### config.mk
export PLATFORM = sky130hd
export DESIGN_NAME = kmeans_accumulate
export DESIGN_NICKNAME = d
export VERILOG_FILES = /design/src/rtl/kmeans_accumulate.sv
export SDC_FILE = /design/constraint.sdc
export NUM_CORES = 2
export LEC_CHECK = 0
export BUFFER_PORTS_ARGS = -buffer_cell sky130_fd_sc_hd__buf_2
export CAP_MARGIN = 40
export CELL_PAD_IN_SITES_DETAIL_PLACEMENT = 0
export CELL_PAD_IN_SITES_GLOBAL_PLACEMENT = 2
export CORE_AREA = 2 2 440 442
export CTS_CLUSTER_SIZE = 40
export DETAILED_ROUTE_END_ITERATION = 8
export DIE_AREA = 0 0 442 444
export PLACE_DENSITY = 0.85
export SLEW_MARGIN = 40
export SYNTH_ARGS = -nofsm -noshare
export SYNTH_HDL_FRONTEND = slang
export SYNTH_SLANG_ARGS = --single-unit
### constraint.sdc
create_clock -name clk -period 5.2 [get_ports clk]
set_input_delay 1.04 -clock clk [delete_from_list [all_inputs] [get_ports clk]]
set_output_delay 1.04 -clock clk [all_outputs]
set_load 0.02 [all_outputs]
### src/rtl/kmeans_accumulate.sv
// kmeans_accumulate: per-centroid feature sum/count accumulator with an ordered dump of one record per centroid
// Ports:
//   clk, rst (sync, active high), clear (one-cycle epoch restart)
//   in_valid/in_ready/in_index/in_point/in_last : classified points, in_index is 1-based
//   out_valid/out_ready/out_centroid/out_sums/out_count/out_last : dump records, centroids 1..CENTROID_NUM
//   idx_err : one-cycle pulse the cycle after an accepted out-of-range index
//   sat_flag : sticky saturation flag, present only with KMEANS_ACC_SAT_EN (sums/counts saturate instead of wrapping)
module kmeans_accumulate #(
  parameter int CENTROID_NUM = 8,
  parameter int FEAT_NUM = 4,
  parameter int FEAT_WIDTH = 16,
  parameter int SUM_WIDTH = 32,
  parameter int CNT_WIDTH = 16
) (
  input  logic                          clk,
  input  logic                          rst,
  input  logic                          clear,
  input  logic                          in_valid,
  output logic                          in_ready,
  input  logic [3:0]                    in_index,
  input  logic [FEAT_NUM*FEAT_WIDTH-1:0] in_point,
  input  logic                          in_last,
  output logic                          out_valid,
  input  logic                          out_ready,
  output logic [3:0]                    out_centroid,
  output logic [FEAT_NUM*SUM_WIDTH-1:0] out_sums,
  output logic [CNT_WIDTH-1:0]          out_count,
  output logic                          out_last,
  output logic                          idx_err
`ifdef KMEANS_ACC_SAT_EN
  ,
  output logic                          sat_flag
`endif
);
  typedef enum logic {ACCUM, DUMP} state_t;
  localparam logic [3:0] LAST_IDX = 4'(CENTROID_NUM);
  state_t state_q, state_d;
  logic [3:0] ptr_q, ptr_d;
  logic [SUM_WIDTH-1:0] sums_q [CENTROID_NUM][FEAT_NUM];
  logic [SUM_WIDTH-1:0] sums_d [CENTROID_NUM][FEAT_NUM];
  logic [CNT_WIDTH-1:0] cnt_q [CENTROID_NUM];
  logic [CNT_WIDTH-1:0] cnt_d [CENTROID_NUM];
  logic idx_err_q, idx_err_d;
  logic accept, idx_ok, add_en, done;
`ifdef KMEANS_ACC_SAT_EN
  logic sat_q, sat_hit;
  logic [SUM_WIDTH:0] sw;
  logic [CNT_WIDTH:0] cw;
  assign sat_flag = sat_q;
`endif
  assign accept = in_valid & in_ready;
  assign idx_ok = (in_index != 4'd0) && (in_index <= LAST_IDX);
  assign add_en = accept & idx_ok & ~clear;
  assign done = out_valid & out_ready & out_last;
  assign idx_err_d = accept & ~idx_ok & ~clear;
  assign ptr_d = (state_q == ACCUM) ? 4'd1 : (out_valid && out_ready) ? ptr_q + 4'd1 : ptr_q;
  always_ff @(posedge clk) state_q <= rst ? ACCUM : state_d;
  always_comb
    state_d = clear ? ACCUM :
              (state_q == ACCUM) ? ((accept && in_last) ? DUMP : ACCUM) :
              done ? ACCUM : DUMP;
  // clear also blanks the record in its own cycle so no handshake can complete alongside it
  always_comb begin
    in_ready = state_q == ACCUM;
    out_valid = (state_q == DUMP) && !clear;
    out_centroid = out_valid ? ptr_q : 4'd0;
    out_last = out_valid && (ptr_q == LAST_IDX);
    out_count = '0;
    out_sums = '0;
    for (int c = 0; c < CENTROID_NUM; c++)
      if (out_valid && ptr_q == 4'(c + 1)) begin
        out_count = cnt_q[c];
        for (int f = 0; f < FEAT_NUM; f++) out_sums[f*SUM_WIDTH +: SUM_WIDTH] = sums_q[c][f];
      end
    idx_err = idx_err_q;
  end
  always_comb begin
    sums_d = sums_q;
    cnt_d = cnt_q;
`ifdef KMEANS_ACC_SAT_EN
    sat_hit = 1'b0;
    sw = '0;
    cw = '0;
`endif
    for (int c = 0; c < CENTROID_NUM; c++)
      if (clear || done) begin
        cnt_d[c] = '0;
        for (int f = 0; f < FEAT_NUM; f++) sums_d[c][f] = '0;
      end else if (add_en && in_index == 4'(c + 1)) begin
`ifdef KMEANS_ACC_SAT_EN
        cw = {1'b0, cnt_q[c]} + (CNT_WIDTH+1)'(1);
        cnt_d[c] = cw[CNT_WIDTH] ? '1 : cw[CNT_WIDTH-1:0];
        sat_hit = sat_hit | cw[CNT_WIDTH];
        for (int f = 0; f < FEAT_NUM; f++) begin
          sw = {1'b0, sums_q[c][f]} + (SUM_WIDTH+1)'(in_point[f*FEAT_WIDTH +: FEAT_WIDTH]);
          sums_d[c][f] = sw[SUM_WIDTH] ? '1 : sw[SUM_WIDTH-1:0];
          sat_hit = sat_hit | sw[SUM_WIDTH];
        end
`else
        cnt_d[c] = cnt_q[c] + CNT_WIDTH'(1);
        for (int f = 0; f < FEAT_NUM; f++)
          sums_d[c][f] = sums_q[c][f] + SUM_WIDTH'(in_point[f*FEAT_WIDTH +: FEAT_WIDTH]);
`endif
      end
  end
  always_ff @(posedge clk) begin
    if (rst) begin
      for (int c = 0; c < CENTROID_NUM; c++) begin
        cnt_q[c] <= '0;
        for (int f = 0; f < FEAT_NUM; f++) sums_q[c][f] <= '0;
      end
      ptr_q <= 4'd1;
      idx_err_q <= 1'b0;
    end else begin
      sums_q <= sums_d;
      cnt_q <= cnt_d;
      ptr_q <= ptr_d;
      idx_err_q <= idx_err_d;
    end
  end
`ifdef KMEANS_ACC_SAT_EN
  always_ff @(posedge clk) sat_q <= (rst || clear || done) ? 1'b0 : (sat_q | sat_hit);
`endif
endmodule

==> run_summary.xml <==
<?xml version="1.0" encoding="UTF-8"?>
<metrics>
  <group name="status">
    <metric name="outcome" unit="">finished, final reports clean</metric>
  </group>
  <group name="die">
    <metric name="rows" unit="">161</metric>
    <metric name="die_outline_area" unit="µm²">196000</metric>
    <metric name="io-pin-count" unit="">226</metric>
    <metric name="initial_utilization" unit="%">39.8</metric>
    <metric name="fp.coreArea" unit="µm²">192000</metric>
    <metric name="die_h" unit="µm">444</metric>
    <metric name="die_width" unit="µm">442</metric>
  </group>
  <group name="sta">
    <metric name="post-route-period-util" unit="%">95.5</metric>
    <metric name="setup_viol" unit="">0</metric>
    <metric name="setup_slack" unit="ns">0.232</metric>
    <metric name="timing.slew.headroom" unit="%">44.2</metric>
    <metric name="maximum_clock_frequency" unit="MHz">201</metric>
    <metric name="period_needed" unit="ns">4.97</metric>
    <metric name="setup_repair_after_global_routing_missed_its_margin" unit="">no</metric>
    <metric name="fin_setup_tns" unit="ns">0</metric>
    <metric name="tightest_slew" unit="ns">0.837</metric>
    <metric name="final-hold-violation-count" unit="">0</metric>
    <metric name="skew" unit="ns">0.0410</metric>
    <metric name="timing.final.max_slew_violations" unit="">0</metric>
  </group>
  <group name="route">
    <metric name="routed_length_on_met2" unit="mm">116</metric>
    <metric name="vias" unit="">73507</metric>
    <metric name="detail-route-antenna-nets" unit="">0</metric>
    <metric name="drt-pass1-iter-count" unit="">7</metric>
    <metric name="drt_wl_total" unit="mm">262</metric>
    <metric name="wl_met1" unit="mm">123</metric>
    <metric name="routed.top_layer" unit="">met5</metric>
    <metric name="drcViolationCount" unit="">0</metric>
    <metric name="avgRoutedWirePerCell" unit="µm">21.1</metric>
    <metric name="routed-wl-met3" unit="mm">16.4</metric>
    <metric name="1st_iter_drt_viols" unit="">6119</metric>
    <metric name="route.detailed.vias_per_inst" unit="">5.91</metric>
  </group>
  <group name="placement">
    <metric name="buffer_ports.inserted" unit="">225</metric>
    <metric name="global_placement_routability_congestion" unit="">0.892</metric>
    <metric name="pre_cts_setup_slack" unit="ns">0.317</metric>
    <metric name="dpl.hpwl" unit="mm">194</metric>
    <metric name="placedInstanceArea" unit="µm²">80700</metric>
    <metric name="place_inst" unit="">12181</metric>
  </group>
  <group name="yosys">
    <metric name="syn-instance-count" unit="">9762</metric>
    <metric name="synth-seq-area-share" unit="%">30.4</metric>
    <metric name="yosys_warnings" unit="">0</metric>
    <metric name="synth_cell_type_count" unit="">92</metric>
    <metric name="synthesis.area_per_instance" unit="µm²">7.82</metric>
    <metric name="synth_area_leaders" unit="">sky130_fd_sc_hd__dfxtp_1 30%, sky130_fd_sc_hd__ha_1 8.6%, sky130_fd_sc_hd__nand2_1 6.6%</metric>
    <metric name="synth.most_common_cell" unit="">sky130_fd_sc_hd__nand2_1</metric>
    <metric name="synthTopCellsByCount" unit="">1349 x sky130_fd_sc_hd__nand2_1, 1158 x sky130_fd_sc_hd__dfxtp_1, 851 x sky130_fd_sc_hd__a21oi_1</metric>
    <metric name="ys_dominant_reg_cell" unit="">sky130_fd_sc_hd__dfxtp_1</metric>
    <metric name="asyncSetResetFlopFracSynth" unit="%">0</metric>
    <metric name="syn_area" unit="µm²">76300</metric>
    <metric name="synth_edf_count" unit="">0</metric>
    <metric name="post-synth-top-area-cell" unit="">sky130_fd_sc_hd__dfxtp_1</metric>
    <metric name="yosysTopAreaCellShare" unit="%">30.4</metric>
    <metric name="syn_nets" unit="">10392</metric>
    <metric name="ys_seq_elements" unit="">1158</metric>
  </group>
  <group name="worst_setup_path">
    <metric name="crit_path_start_kind" unit="">flip-flop</metric>
    <metric name="worst-setup-path-type" unit="">flip-flop to output port</metric>
    <metric name="timing.critical_path.arrival" unit="ns">3.93</metric>
    <metric name="timing.critical_path.required" unit="ns">4.16</metric>
    <metric name="critPathCaptureType" unit="">output port</metric>
    <metric name="timing.critical_path.fanout_max" unit="">28</metric>
  </group>
  <group name="finish">
    <metric name="synthToLayoutAreaGrowth" unit="%">12.0</metric>
    <metric name="drive_gt1_share" unit="%">7.73</metric>
    <metric name="postLayoutCellArea" unit="µm²">85500</metric>
    <metric name="post_layout_nonfiller_instances" unit="">12442</metric>
    <metric name="num-nets-final" unit="">10433</metric>
  </group>
  <group name="global_routing">
    <metric name="grt_pass1_vias" unit="">69857</metric>
    <metric name="antenna_found_initial" unit="">10</metric>
    <metric name="global_route_wire_length_before_repair" unit="mm">406</metric>
    <metric name="globalRouteTotalUtil" unit="%">25.9</metric>
    <metric name="grt.overflow.total" unit="">0</metric>
    <metric name="pin_count_of_the_biggest_net_entering_global_routing" unit="">156</metric>
  </group>
  <group name="cts">
    <metric name="h-tree-depth" unit="">4</metric>
    <metric name="cts.root.buffer_cell" unit="">sky130_fd_sc_hd__clkbuf_16</metric>
    <metric name="cts_tree" unit="">done</metric>
    <metric name="cts_hold_buf" unit="">0</metric>
    <metric name="max-clock-path-buffers" unit="">3</metric>
    <metric name="post_cts_buffers" unit="">0</metric>
    <metric name="ctsResizeCount" unit="">0</metric>
    <metric name="worst_skew_pair.late_latency" unit="ns">0.82</metric>
    <metric name="cts_num_sinks" unit="">1158</metric>
    <metric name="cts_buffers" unit="">146</metric>
    <metric name="clk_pin_slew_worst_paths" unit="ns">0.06</metric>
  </group>
  <group name="job">
    <metric name="maxCapViolations" unit="">0</metric>
  </group>
  <group name="pwr">
    <metric name="power.clock.fraction" unit="%">50.2</metric>
    <metric name="netSwitchingFraction" unit="%">25.4</metric>
    <metric name="p_switching" unit="µW">5180</metric>
    <metric name="power.ir.vdd_worst" unit="µV">343</metric>
    <metric name="total_leakage_power" unit="µW">0.0317</metric>
    <metric name="seqPwrFrac" unit="%">43.7</metric>
    <metric name="fin_total_pwr" unit="µW">20400</metric>
    <metric name="power_per_cell_area" unit="nW/µm²">238</metric>
    <metric name="internal_power" unit="µW">15200</metric>
    <metric name="combPwrFrac" unit="%">6.1</metric>
  </group>
  <group name="hold_path">
    <metric name="hold_class" unit="">input pin to flip-flop</metric>
  </group>
</metrics>
[cell type report]
| type | count | area (µm²) |
|---|---|---|
| Clock buffer | 217 | 4230 |
| Clock inverter | 40 | 497 |
| Timing Repair Buffer | 404 | 2970 |
| Antenna cell | 4 | 10.0 |
| Multi-Input combinational cell | 7923 | 50800 |
| Inverter | 170 | 638 |
| Sequential cell | 1158 | 23200 |
| Fill cell | 18989 | 106000 |
| Tap cell | 2526 | 3160 |
[worst paths after layout]
check                                 start       endpoint  slack, ns  cells after the start
worst max register to register      state_q    sums_q[220]       1.50                      9
worst min register to register  sums_q[965]    sums_q[965]       0.47                      2
worst max-delay path                state_q  out_sums[103]       0.23                     11
worst min-delay path                in_last        state_q       0.45                      3
[power groups by stage]
| stage | clock (µW) | combinational [µW] | sequential, µW |
|---|---|---|---|
| after global placement | 0 | 1210 | 9090 |
| after CTS | 10500 | 1240 | 8900 |
| after detailed placement | 0 | 1240 | 9090 |
| final | 10200 | 1250 | 8900 |
| after global routing | 10800 | 1380 | 8890 |
| after floorplan | 0 | 814 | 9090 |
[state kept, by name (all words and copies together), names as in the netlist]
| name | count |
|---|---|
| state_q | 1 |
| cnt_q | 128 |
| ptr_q | 4 |
| sums_q | 1024 |
| idx_err | 1 |
[worst max-delay path: stages (launching register included)]
cell and delay (ns):
sky130_fd_sc_hd__dfxtp_1 0.33, sky130_fd_sc_hd__buf_4 0.19, sky130_fd_sc_hd__nor2b_1 0.18, sky130_fd_sc_hd__and2_1 0.16, sky130_fd_sc_hd__nor2b_1 0.20, sky130_fd_sc_hd__and2_4 0.35
sky130_fd_sc_hd__buf_4 0.43, sky130_fd_sc_hd__a22oi_1 0.16, sky130_fd_sc_hd__o211ai_1 0.15, sky130_fd_sc_hd__o211ai_1 0.12, sky130_fd_sc_hd__a31oi_1 0.52, sky130_fd_sc_hd__buf_2 0.28
[kinds of logic (layout without fill, tap and decap cells)]
kind of cell    Yosys count  in the layout  synth area share [%]
compound gates         3071           3071                  26.2
simple gates           3546           3546                  21.9
mux                      59             59                 0.774
buf+inv                 681            831                  3.42
xor+xnor                691            691                  7.93
flops                  1158           1158                  30.4
other cells               0              4                     0
fa+ha+maj               556            556                  9.43
[stage by stage]
step / hold slack [ns] / util (%)
floorplan: 0.442 / -
global placement: 0.450 / 42.1
detailed placement: 0.463 / 42.1
CTS: 0.386 / 44.6
global route: 0.461 / 44.6
finish: 0.448 / 44.6
[layout by cell type, fill, tap and decap left out, drive strengths merged, types with 35 or more instances in the layout]
cell type and count:
or4 67, o211ai 391, a21o 175, dfxtp 1158, o21a 75, mux2i 59
a21oi 851, o21ai 377, or3 186, o31ai 45, and3 129, nand2b 114
xnor2 448, xor2 243, nor2b 35, o22ai 153, a31oi 196, ha 524
and4 42, nor4 35, a211oi 183, and2 54, nor2 796, inv 177
nand4 139, nor3 189, clkbuf 217, nand2 1349, o21bai 48, a22oi 290
buf 404, nand3 308
[metal layers]
metal	track usage (%)	vias to the layer above
met5	0	-
met4	7.60	4
met3	4.18	307
met2	40.9	1897
met1	36.0	35198
li1	-	36101
Power figures use the tool's default switching activity.
